--- config.mk ---
export PLATFORM = sky130hd
export DESIGN_NAME = instruction_mem_ldr
export DESIGN_NICKNAME = d
export VERILOG_FILES = /design/src/rtl/instruction_mem_ldr_pkg.sv /design/src/rtl/instruction_mem_ldr_array.sv /design/src/rtl/instruction_mem_ldr.sv
export SDC_FILE = /design/constraint.sdc
export NUM_CORES = 2
export LEC_CHECK = 0
export CORE_ASPECT_RATIO = 0.9
export CORE_UTILIZATION = 51
export CTS_BUF_LIST = sky130_fd_sc_hd__clkbuf_16
export CTS_CLUSTER_SIZE = 20
export DETAILED_ROUTE_END_ITERATION = 16
export PLACE_DENSITY = 0.64
export RECOVER_POWER = 50
export SYNTH_ARGS = -nofsm -noshare
export SYNTH_HDL_FRONTEND = slang
export SYNTH_SLANG_ARGS = --single-unit
export TNS_END_PERCENT = 50
--- constraint.sdc ---
create_clock -name clk -period 7.8 [get_ports clk]
set_input_delay 1.95 -clock clk [delete_from_list [all_inputs] [get_ports clk]]
set_output_delay 1.95 -clock clk [all_outputs]
set_load 0.02 [all_outputs]
--- src/rtl/instruction_mem_ldr_pkg.sv ---
// Shared definitions for the loadable instruction memory: controller state encoding
// and the default no-operation word.
package imem_pkg;

    typedef enum logic [1:0] {
        IMEM_CLEAR = 2'd0,
        IMEM_RUN   = 2'd1,
        IMEM_LOAD  = 2'd2
    } imem_state_e;

    localparam logic [31:0] NOP_WORD_DEFAULT = 32'h0000_0000;

    // A fetch address is misaligned when it does not point at a word boundary.
    function automatic logic is_misaligned(input logic [1:0] byte_lsb);
        return (byte_lsb != 2'b00);
    endfunction

endpackage

--- src/rtl/instruction_mem_ldr_array.sv ---
// Instruction storage: DEPTH x DATA_W, one write port and one synchronous read port.
// The array has no reset; its contents are initialised by the clear sequence.
module imem_array #(
    parameter int DATA_W = 32,
    parameter int DEPTH  = 64,
    parameter int IDX_W  = $clog2(DEPTH)
) (
    input  logic              clk,
    input  logic              wr_en,
    input  logic [IDX_W-1:0]  wr_idx,
    input  logic [DATA_W-1:0] wr_data,
    input  logic              rd_en,
    input  logic [IDX_W-1:0]  rd_idx,
    output logic [DATA_W-1:0] rd_data
);

    logic [DATA_W-1:0] mem_r [DEPTH];
    logic [DATA_W-1:0] rd_data_r;

    // Write port and registered read port; read data holds when no read is issued.
    always_ff @(posedge clk) begin
        if (wr_en) begin
            mem_r[wr_idx] <= wr_data;
        end
        if (rd_en) begin
            rd_data_r <= mem_r[rd_idx];
        end
    end

    assign rd_data = rd_data_r;

endmodule

--- src/rtl/instruction_mem_ldr.sv ---
// Loadable instruction memory for the fetch stage: clears to NOP after reset, accepts a
// sequential program load, and serves registered fetches with alignment/range fault flags.
module instruction_mem_ldr
    import imem_pkg::*;
#(
    parameter int                DATA_W   = 32,
    parameter int                ADDR_W   = 32,
    parameter int                DEPTH    = 64,
    parameter logic [DATA_W-1:0] NOP_WORD = DATA_W'(NOP_WORD_DEFAULT)
) (
    input  logic              clk,
    input  logic              rst,
    input  logic              fetch_req,
    input  logic [ADDR_W-1:0] fetch_addr,
    output logic              fetch_ready,
    output logic              fetch_valid,
    output logic [DATA_W-1:0] instruction,
    output logic              fault_align,
    output logic              fault_range,
    input  logic              load_start,
    input  logic              load_valid,
    input  logic              load_last,
    input  logic [DATA_W-1:0] load_data,
    output logic              load_ready,
    output logic              load_done,
    output logic              busy
);

    localparam int                IDX_W    = $clog2(DEPTH);
    localparam int                WIDX_W   = ADDR_W - 2;
    localparam logic [IDX_W-1:0]  LAST_IDX = IDX_W'(DEPTH - 1);
    localparam logic [WIDX_W-1:0] DEPTH_W  = WIDX_W'(DEPTH);

    imem_state_e       state_r;
    imem_state_e       state_s;
    logic [IDX_W-1:0]  ptr_r;
    logic [IDX_W-1:0]  ptr_s;
    logic              wr_en_s;
    logic [DATA_W-1:0] wr_data_s;
    logic              load_done_s;

    logic [WIDX_W-1:0] word_idx_s;
    logic              align_s;
    logic              range_s;
    logic              fire_s;
    logic              rd_en_s;
    logic [DATA_W-1:0] rd_data_s;

    logic              fetch_valid_r;
    logic              fault_align_r;
    logic              fault_range_r;
    logic              nop_sel_r;
    logic              load_done_r;

    // State and write-pointer registers.
    always_ff @(posedge clk or negedge rst) begin
        if (!rst) begin
            state_r <= IMEM_CLEAR;
            ptr_r   <= {IDX_W{1'b0}};
        end else begin
            state_r <= state_s;
            ptr_r   <= ptr_s;
        end
    end

    // Next-state, pointer advance and array write control.
    always_comb begin
        state_s     = state_r;
        ptr_s       = ptr_r;
        wr_en_s     = 1'b0;
        wr_data_s   = NOP_WORD;
        load_done_s = 1'b0;
        case (state_r)
            IMEM_CLEAR: begin
                wr_en_s = 1'b1;
                if (ptr_r == LAST_IDX) begin
                    state_s = IMEM_RUN;
                    ptr_s   = {IDX_W{1'b0}};
                end else begin
                    ptr_s   = ptr_r + IDX_W'(1);
                end
            end
            IMEM_RUN: begin
                if (load_start) begin
                    state_s = IMEM_LOAD;
                    ptr_s   = {IDX_W{1'b0}};
                end else begin
                    state_s = IMEM_RUN;
                end
            end
            IMEM_LOAD: begin
                if (load_valid) begin
                    wr_en_s   = 1'b1;
                    wr_data_s = load_data;
                    // Terminal compare on the last index so the pointer never overflows.
                    if (load_last || (ptr_r == LAST_IDX)) begin
                        state_s     = IMEM_RUN;
                        ptr_s       = {IDX_W{1'b0}};
                        load_done_s = 1'b1;
                    end else begin
                        ptr_s = ptr_r + IDX_W'(1);
                    end
                end else begin
                    state_s = IMEM_LOAD;
                end
            end
            default: begin
                state_s = IMEM_CLEAR;
                ptr_s   = {IDX_W{1'b0}};
            end
        endcase
    end

    // Fetch decode: faults are checked on the full word index, so no address wraps.
    always_comb begin
        word_idx_s = fetch_addr[ADDR_W-1:2];
        align_s    = is_misaligned(fetch_addr[1:0]);
        range_s    = (word_idx_s >= DEPTH_W);
        fire_s     = (state_r == IMEM_RUN) && fetch_req;
        rd_en_s    = fire_s && !align_s && !range_s;
    end

    imem_array #(
        .DATA_W (DATA_W),
        .DEPTH  (DEPTH),
        .IDX_W  (IDX_W)
    ) u_array (
        .clk     (clk),
        .wr_en   (wr_en_s),
        .wr_idx  (ptr_r),
        .wr_data (wr_data_s),
        .rd_en   (rd_en_s),
        .rd_idx  (word_idx_s[IDX_W-1:0]),
        .rd_data (rd_data_s)
    );

    // Fetch response and load-completion registers.
    always_ff @(posedge clk or negedge rst) begin
        if (!rst) begin
            fetch_valid_r <= 1'b0;
            fault_align_r <= 1'b0;
            fault_range_r <= 1'b0;
            nop_sel_r     <= 1'b1;
            load_done_r   <= 1'b0;
        end else begin
            fetch_valid_r <= fire_s;
            load_done_r   <= load_done_s;
            if (fire_s) begin
                fault_align_r <= align_s;
                fault_range_r <= range_s;
                nop_sel_r     <= align_s || range_s;
            end
        end
    end

    // A faulting fetch skips the array read, so the held read data is masked with NOP.
    assign instruction = nop_sel_r ? NOP_WORD : rd_data_s;
    assign fetch_valid = fetch_valid_r;
    assign fault_align = fault_align_r;
    assign fault_range = fault_range_r;
    assign load_done   = load_done_r;
    assign fetch_ready = (state_r == IMEM_RUN);
    assign load_ready  = (state_r == IMEM_LOAD);
    assign busy        = (state_r == IMEM_CLEAR) || (state_r == IMEM_LOAD);

endmodule
==> summary.md <==
| Metric | Value |
|---|---|
| Die footprint | 159000 sq um |
| Largest net degree at the start of global routing | 105 |
| Gate power share | 8.2% |
| VDD IR max | 259 uV |
| CTS sink cnt | 2093 |
| Setup repair after global routing missed its margin | false |
| Fin crit period | 6.22 ns |
| Register area share after synthesis | 78.2% |
| DR vias/cell | 6.42 |
| Clock slew at reported path FFs | 0.06 ns |
| Root buf cell | clkbuf_16 |
| CTS tree | yes |
| Final core occ | 58.5% |
| Setup_tns | 0 ns |
| Leakage | 0.0296 uW |
| Sequential fraction of design power | 52.7% |
| Mapped Nets | 3688 |
| Via count | 39353 |
| Rel. slew slack | -139% |
| Critical path capture point type | flip-flop |
| Most frequent cell after synthesis | edfxtp_1 |
| Register bit total from synthesis | 2093 |
| WHS | 0.483 ns |
| Final hold violations | 0 |
| Area growth syn-to-layout | 13.5% |
| Final worst-path cycle share | 79.7% |
| Num rows | 137 |
| Drt wl/cell | 34.8 um |
| Layout cells sized above 1 | 24.1% |
| Final Skew | 0.0378 ns |
| P_sw | 5720 uW |
| CTS H-tree depth | 4 |
| Clk Latency, worst-skew pair | 0.84 ns |
| Most area-consuming cells after synthesis | edfxtp_1 (78%), mux4_2 (13%), mux2i_1 (2.9%) |
| Required time worst endpoint | 7.89 ns |
| First-pass GRT wire length | 298000 um |
| Worst EP arrival | 6.31 ns |
| Initial core utilization | 51.6% |
| Detailed Route WL | 213000 um |
| Post-synth EDFFs | 2080 |
| Outcome | complete, but fails checks |
| CTS resizes | 0 |
| RD Place Congestion | 0.903 |
| All-layer global routing usage | 27.2% |
| Top cell type's share of synthesized area | 77.8% |
| Fill count | 11212 |
| Peak Freq | 0.161 GHz |
| Core area | 156000 sq um |
| Die Wd | 420 um |
| TritonRoute pass-1 iters | 5 |
| Setup CP Type | input port to flip-flop |
| CP startpoint kind | input port |
| Grt ovf | 0 |
| Sw Share | 23.2% |
| CTS Buf Count | 201 |
| Ys flop type | edfxtp_1 |
| Worst hold path class | flip-flop to flip-flop |
| Slew Viols, Final | 1076 |
| 1st-iter DRT viols | 5215 |
| Failing checks | max-capacitance violations, max-slew violations |
| # DRC | 0 |
| Max_cap viols | 19 |
| Reg2Reg Setup Slack | 3.33 ns |
| Post-synthesis average cell area | 22.2 sq um |
| Max Root-Sink Buffers | 3 |
| Synth warnings | 0 |
| ANT nets after route | 0 |
| Post-synth cell types | 47 |
| Die height | 378 um |
| I/O Pins | 109 |
| DP HPWL | 125000 um |
| Total Power | 24600 uW |
| Port bufs | 108 |
| Pwr dens | 270 nW/um^2 |
| Synth async-reset ratio | 0.621% |
| Internal Power | 18900 uW |
| Slew @ Worst Pin | 3.58 ns |
| Cells after Synth | 3617 |
| NumNets Final | 3943 |
| Synth area leader | edfxtp_1 |
| Initial antenna violation count | 17 |
| Commonest cells post-synth | edfxtp_1 (2080), mux4_2 (447), mux2i_1 (229), nor2_1 (93), clkbuf_1 (80) |
| Vias in the first global route | 37933 |
| CTS Hold Bufs | 0 |
| Final setup fails | 0 |
| Clk pwr share | 39.1% |
| Mapped cell area | 80300 sq um |
| Max FO, Critical Path | 64 |
| Post-CTS Repair Setup Buffers | 0 |
placed cells by master (no fill, tap or decap), types with 9 or more instances in the layout:
| master | instances |
|---|---|
| and3_2 | 16 |
| a221oi_1 | 11 |
| nor2_4 | 54 |
| clkbuf_16 | 203 |
| clkinv_1 | 47 |
| nor2b_1 | 52 |
| inv_1 | 51 |
| a211oi_1 | 34 |
| bufinv_16 | 21 |
| nor2_1 | 38 |
| buf_4 | 135 |
| edfxtp_1 | 2080 |
| dfrtp_1 | 12 |
| o221ai_1 | 53 |
| a311o_1 | 13 |
| clkinv_2 | 32 |
| a22oi_1 | 29 |
| mux2i_1 | 229 |
| and3_1 | 16 |
| o21ai_1 | 9 |
| buf_12 | 12 |
| mux2_2 | 11 |
| o22ai_1 | 55 |
| clkdlybuf4s50_1 | 98 |
| a211o_1 | 10 |
| a21oi_1 | 66 |
| nand2_1 | 45 |
| o21ai_0 | 23 |
| a22o_1 | 23 |
| mux4_2 | 447 |
worst max-delay path: stages:
cell and delay, ns:
dlygate4sd3_1 0.52, clkbuf_1 0.98, and3_1 2.66
stage by stage:
stage                     std cells  worst slack, ns  area, sq um
after floorplan                3617             2.32        80300
after global placement         5754             2.03        84800
after detailed placement       5754             2.04        84800
after CTS                      6124             2.80        91200
after global routing           6126             1.50        91100
final                          6130             1.58        91100
state kept, by name, summed over array words and instances (netlist names):
name             count
ptr_r                6
state_r              2
nop_sel_r            1
u_array.mem_r     2048
u_array.rd_data     32
fetch_valid          1
load_done            1
fault_range          1
fault_align          1
final cells by class:
class                           instances  area (sq um)  area share [%]
Sequential cell                      2093         62800            68.9
Multi-Input combinational cell       1313         16800            18.5
Clock buffer                          203          5080            5.58
Tap cell                             2085          2610            2.86
Timing Repair Buffer                  259          2350            2.58
Clock inverter                        167          1400            1.54
Inverter                                4          15.0          0.0165
Antenna cell                            6          15.0          0.0165
routing by layer:
layer / vias up / global-route usage (%) / part of all wire (%)
li1: 15899 / - / -
met1: 21112 / 40.5 / 41
met2: 2043 / 40.8 / 47
met3: 293 / 5.21 / 9.5
met4: 6 / 8.57 / 2.9
met5: - / 0 / 0.023
final timing paths:
check / startpoint / to / cells past startpoint
min in group asynchronous: rst / fault_range / 1
max in group asynchronous: rst / ptr_r[1] / 1
min reg2reg: fault_align / fault_align / 2
max: load_valid / u_array.mem_r[51][20] / 3
max reg2reg: state_r[1] / u_array.mem_r[51][20] / 3
min: fault_align / fault_align / 2
kinds of logic (layout without fill, tap and decap cells):
family | Yosys count | count (layout) | share of synthesized area (%)
adders and majority gates | 1 | 1 | 0.0156
and+or+nand+nor | 275 | 275 | 1.73
xor gates and xnor gates | 3 | 3 | 0.0327
other | 0 | 6 | 0
muxes | 687 | 687 | 15.6
buffers and inverters | 211 | 633 | 1.38
DFF | 2093 | 2093 | 78.2
AOI/OAI and AO/OA | 347 | 347 | 3.08
power by group through the flow:
stage | sequential [uW] | combinational [uW] | clock [uW]
after floorplan | 13200 | 1060 | 0
after global placement | 13200 | 2040 | 0
after detailed placement | 13200 | 2060 | 0
after CTS | 12900 | 2060 | 9720
after global routing | 13000 | 2100 | 10100
final | 13000 | 2020 | 9620
(Power assumes the default switching activity.)
